$ cat src/rtl/prbs9_bert.sv
// PRBS9 (x^9+x^5+1) transmitter plus self-synchronising bit-error-rate checker.
// Ports: clock, i_reset (sync, active-high), i_enable (bit tick), i_rx_bit,
//        o_tx_bit, o_locked, o_err_count, o_bit_count (saturating counters).
module prbs9_bert #(
    parameter logic [8:0] SEED       = 9'h1AA,
    parameter int         NB_CNT     = 32,
    parameter int         LOS_ERRORS = 3
) (
    input  logic              clock,
    input  logic              i_reset,
    input  logic              i_enable,
    input  logic              i_rx_bit,
    output logic              o_tx_bit,
    output logic              o_locked,
    output logic [NB_CNT-1:0] o_err_count,
    output logic [NB_CNT-1:0] o_bit_count
);

    localparam int NB_RUN = $clog2(LOS_ERRORS + 1);
    localparam logic [NB_RUN-1:0] RUN_LAST = NB_RUN'(LOS_ERRORS - 1);
    localparam logic [NB_CNT-1:0] CNT_MAX  = '1;

    typedef enum logic {
        SEARCH,
        CHECK
    } state_t;

    state_t              state_q, state_d;
    logic [8:0]          tx_lfsr_q;
    logic [8:0]          chk_q, chk_d;
    logic [3:0]          load_cnt_q, load_cnt_d;
    logic [NB_RUN-1:0]   err_run_q, err_run_d;
    logic [NB_CNT-1:0]   err_cnt_q, err_cnt_d;
    logic [NB_CNT-1:0]   bit_cnt_q, bit_cnt_d;
    logic                exp_bit;
    logic                rx_err;

    // Next-state and counter logic; every register holds when no tick.
    always_comb begin
        state_d    = state_q;
        chk_d      = chk_q;
        load_cnt_d = load_cnt_q;
        err_run_d  = err_run_q;
        err_cnt_d  = err_cnt_q;
        bit_cnt_d  = bit_cnt_q;
        exp_bit    = chk_q[8] ^ chk_q[4];
        rx_err     = i_rx_bit ^ exp_bit;

        if (i_enable) begin
            case (state_q)
                SEARCH: begin
                    chk_d      = {chk_q[7:0], i_rx_bit};
                    load_cnt_d = load_cnt_q + 4'd1;
                    // Ninth bit loaded: lock unless the window is all-zero,
                    // which would only ever predict zeros.
                    if (load_cnt_q == 4'd8) begin
                        if (chk_d != 9'd0) begin
                            state_d = CHECK;
                        end else begin
                            load_cnt_d = 4'd0;
                        end
                    end
                end
                CHECK: begin
                    // Shift in the prediction so one bad bit cannot
                    // corrupt later predictions.
                    chk_d = {chk_q[7:0], exp_bit};
                    if (bit_cnt_q != CNT_MAX) begin
                        bit_cnt_d = bit_cnt_q + 1'b1;
                    end
                    if (rx_err) begin
                        if (err_cnt_q != CNT_MAX) begin
                            err_cnt_d = err_cnt_q + 1'b1;
                        end
                        if (err_run_q == RUN_LAST) begin
                            state_d    = SEARCH;
                            load_cnt_d = 4'd0;
                            err_run_d  = '0;
                        end else begin
                            err_run_d = err_run_q + NB_RUN'(1);
                        end
                    end else begin
                        err_run_d = '0;
                    end
                end
                default: begin
                    state_d = SEARCH;
                end
            endcase
        end
    end

    always_ff @(posedge clock) begin
        if (i_reset) begin
            state_q    <= SEARCH;
            tx_lfsr_q  <= SEED;
            chk_q      <= 9'd0;
            load_cnt_q <= 4'd0;
            err_run_q  <= '0;
            err_cnt_q  <= '0;
            bit_cnt_q  <= '0;
        end else begin
            if (i_enable) begin
                tx_lfsr_q <= {tx_lfsr_q[7:0], tx_lfsr_q[8] ^ tx_lfsr_q[4]};
            end
            state_q    <= state_d;
            chk_q      <= chk_d;
            load_cnt_q <= load_cnt_d;
            err_run_q  <= err_run_d;
            err_cnt_q  <= err_cnt_d;
            bit_cnt_q  <= bit_cnt_d;
        end
    end

    assign o_tx_bit    = tx_lfsr_q[8];
    assign o_locked    = (state_q == CHECK);
    assign o_err_count = err_cnt_q;
    assign o_bit_count = bit_cnt_q;

endmodule

$ cat config.mk
export PLATFORM = sky130hd
export DESIGN_NAME = prbs9_bert
export DESIGN_NICKNAME = d
export VERILOG_FILES = /design/src/rtl/prbs9_bert.sv
export SDC_FILE = /design/constraint.sdc
export NUM_CORES = 1
export LEC_CHECK = 0
export ABC_AREA = 1
export ABC_CLOCK_PERIOD_IN_PS = 3610
export BUFFER_PORTS_ARGS = -buffer_cell sky130_fd_sc_hd__buf_4
export CAP_MARGIN = 20
export CORE_MARGIN = 4
export CORE_UTILIZATION = 50
export CTS_CLUSTER_SIZE = 10
export DETAILED_ROUTE_END_ITERATION = 16
export HOLD_SLACK_MARGIN = 0.08
export PLACE_DENSITY = 0.71
export RECOVER_POWER = 25
export SYNTH_ARGS = -nofsm -noshare
export SYNTH_HDL_FRONTEND = slang
export SYNTH_SLANG_ARGS = --single-unit
$ cat constraint.sdc
create_clock -name clock -period 3.61 [get_ports clock]
set_input_delay 0.1805 -clock clock [delete_from_list [all_inputs] [get_ports clock]]
set_output_delay 0.1805 -clock clock [all_outputs]
set_load 0.1 [all_outputs]
==> metrics.md <==
| Metric | Value |
|---|---|
| Most frequent cells in the layout | `nand2_1, nor2_1, dfxtp_1, inv_1` |
| Static leakage | `between 0.002 and 0.0025 uW` |
| Commonest non-fill, non-tap cell in the layout | `nand2_1` |
| Vias | `5102` |
| Clk_skew | `between 10 and 15 ps` |
| Sequential area share after synthesis | `0.344` |
| Critical Path End Type | `flip-flop` |
| Crit-path slowest cell | `dfxtp_1` |
| First-pass GRT wire length | `22300 um` |
| Pwr per Cell Area | `336 nW/um2` |
| Nets | `876` |
| Setup violators final | `0` |
| CTS tree | `done` |
| HPWL Detailed | `just under 10000 um` |
| Num ports | `70` |
| CP cell instances | `ha_1 > nand2_2 > nor2_4 > nand2_4 > nor2_8 > nand3_2 > nand2_2 > inv_2 > nand2_1 > a21oi_1` |
| VDD IR max | `0.179 mV` |
| Most used cell, CP | `nand2_2` |
| CTS Buf Count | `9` |
| R2R cell count | `10` |
| CP Capture Point | `o_err_count[0]$_SDFFE_PP0P_` |
| Met3 Routed Length | `~760 um` |
| Yosys top cell area share | `0.344` |
| Origin of the critical flop-to-flop path | `o_err_count[0]$_SDFFE_PP0P_` |
| Max Cap Viol | `0` |
| Layout cells sized above 1 | `0.129` |
| Cts-stage hold buffer count | `0` |
| Post-CTS Setup Bufs | `0` |
| Antenna Violating Nets Remaining | `0` |
| Worst EP required | `3840 ps` |
| Gr usage total | `0.229` |
| Core area | `9950 um2` |
| H-Tree Depth | `3` |
| Hold Fails Final Rpt | `0` |
| Crit start category | `flip-flop` |
| Hold Path Stages | `2` |
| Grt total ovfl | `0` |
| Mapped Cells | `807` |
| Routed met1 length | `5920 um` |
| Status | `complete, no violations` |
| Yosys cell types | `34` |
| HP Class | `in -> reg` |
| CTS Sinks | `89` |
| Syn Std Cell Area | `5180 um2` |
| Top sig layer | `met4` |
| Crit-path max cell delay | `450 ps` |
| Largest net degree at the start of global routing | `41` |
| Later-pin clock latency in the skew report | `370 ps` |
| Fin crit share | `0.619` |
| Top post-synthesis cells by area | `dfxtp_1, nand2_1, nor2_1, a21oi_1, inv_1` |
| Minimum clock period | `2240 ps` |
| Overall routed net length | `13200 um` |
| CP top delay family | `simple AND/OR/NAND/NOR gates` |
| Slew margin rel. | `0.184` |
| Area leader, netlist | `dfxtp_1` |
| Row count | `36` |
| Syn Nets | `815` |
| RePlAce Congestion | `0.917` |
| Clk buf depth | `2` |
| Synthesis-stage register bit count | `89` |
| Critical path peak fanout | `21` |
| Fmax | `between 0.4 and 0.5 GHz` |
| DRT Pass-1 Iters | `5` |
| Post-DR wirelength/cell | `13.1 um` |
| Power Total | `1980 uW` |
| CTS root buf | `clkbuf_8` |
| Mean Syn Cell Area | `6.42 um2` |
| Die area | `12100 um2` |
| Initial antenna violation count | `0` |
| Drt first-iter violations | `365` |
| Ant diodes | `0` |
| Critical path buffers and inverters | `1` |
| Die Y | `roughly 110 um` |
| Die width | `110 um` |
| Area Overhead vs Synth | `13.4%` |
| Routed wl met2 | `around 6000 um` |
| RSZ-0062 raised after global routing | `false` |
| Port bufs | `69` |
| Clk pin slew, worst setup/hold paths | `roughly 90 ps` |
| Crit Path Class | `reg -> reg` |
| Warnings, synthesis | `0` |
| Worst-Margin Slew | `roughly 1200 ps` |
| Fin. max-slew vios | `0` |
| Initial cell density of the core | `0.521` |
| WP depth | `10` |
| Fill cells | `987` |
| Post-CTS sizing | `0` |
| R2R Path End | `o_err_count[0]$_SDFFE_PP0P_` |
| DR DRC count | `0` |
| Crit path launch | `o_err_count[0]$_SDFFE_PP0P_` |
| Post-DR vias/cell | `slightly above 5` |
| Vias in the first global route | `4924` |
| R2R Setup Slk | `1370 ps` |
| Fin Setup TNS | `0 ps` |
| Crit path arrival time | `2470 ps` |
report_power, final:
part | leakage, uW | internal [uW] | total [uW] | switching, uW
clock network | 0.000107 | 411 | 776 | 365
logic | 0.00146 | 41.4 | 177 | 136
registers | 0.000723 | 1000 | 1020 | 19.4
total | 0.00229 | 1460 | 1980 | 520
state kept, by name (all words and copies together) (netlist names):
name,cells
err_run_q,2
o_locked,1
o_bit_count,32
chk_q,9
tx_lfsr_q,9
load_cnt_q,4
o_err_count,32
cell families (layout without fill, tap and decap cells):
group / after synthesis / count (layout) / share of synthesized area
AOI/OAI and AO/OA: 83 / 83 / 0.0862
buffers and inverters: 74 / 140 / 0.0659
and+or+nand+nor: 532 / 532 / 0.452
DFF: 89 / 89 / 0.344
xor gates and xnor gates: 25 / 25 / 0.0422
adders and majority gates: 4 / 4 / 0.00966
worst min path at each step:
stage,start,end,slack [ps]
6_report,i_enable,chk_q[1]$_SDFFE_PP0P_,170
5_1_grt,i_enable,chk_q[1]$_SDFFE_PP0P_,180
4_1_cts,i_enable,chk_q[1]$_SDFFE_PP0P_,160
3_5_place_dp,tx_lfsr_q[7]$_SDFFE_PP1P_,tx_lfsr_q[7]$_SDFFE_PP1P_,450
3_3_place_gp,tx_lfsr_q[7]$_SDFFE_PP1P_,tx_lfsr_q[7]$_SDFFE_PP1P_,440
2_1_floorplan,i_enable,load_cnt_q[1]$_SDFFE_PP0P_,420
layout make-up:
cell class                 count  area [um2]  share of cell area
multi-input combinational    644        3060               0.520
inverter                      53         204              0.0347
tap                          133         166              0.0283
sequential                    89        1780               0.303
clock buffer                  12         145              0.0247
timing repair buffer          71         447              0.0760
clock inverter                 4        76.3              0.0130
per-stage QoR:
stage          cells  area [um2]  utilization  setup WS, ps  hold slack [ps]
2_1_floorplan    807        5180            -          1140              420
3_3_place_gp     990        5750        0.577          1520              438
3_5_place_dp     990        5750        0.577          1400              450
4_1_cts         1006        5970        0.599          1390              156
5_1_grt         1006        5880        0.591          1210              179
6_report        1006        5880        0.591          1370              172
synthesized netlist by cell type (all sizes together):
| cell type | n |
|---|---|
| and3 | 1 |
| dfxtp | 89 |
| nor2 | 172 |
| nand3 | 36 |
| a21oi | 55 |
| inv | 53 |
| a31oi | 1 |
| o22ai | 1 |
| xor2 | 18 |
| ha | 4 |
| nor3 | 7 |
| nand3b | 15 |
| nand2 | 294 |
| nand4 | 6 |
| o21ai | 25 |
| or2 | 1 |
| o21bai | 1 |
| buf | 13 |
| clkbuf | 8 |
| xnor2 | 7 |
routing by layer:
metal,vias to the layer above,track usage
met2,142,0.390
met5,-,0
li1,2650,-
met1,2281,0.282
met3,29,0.0505
met4,0,0.0837
No activity file was read; power rests on OpenSTA's default activity.
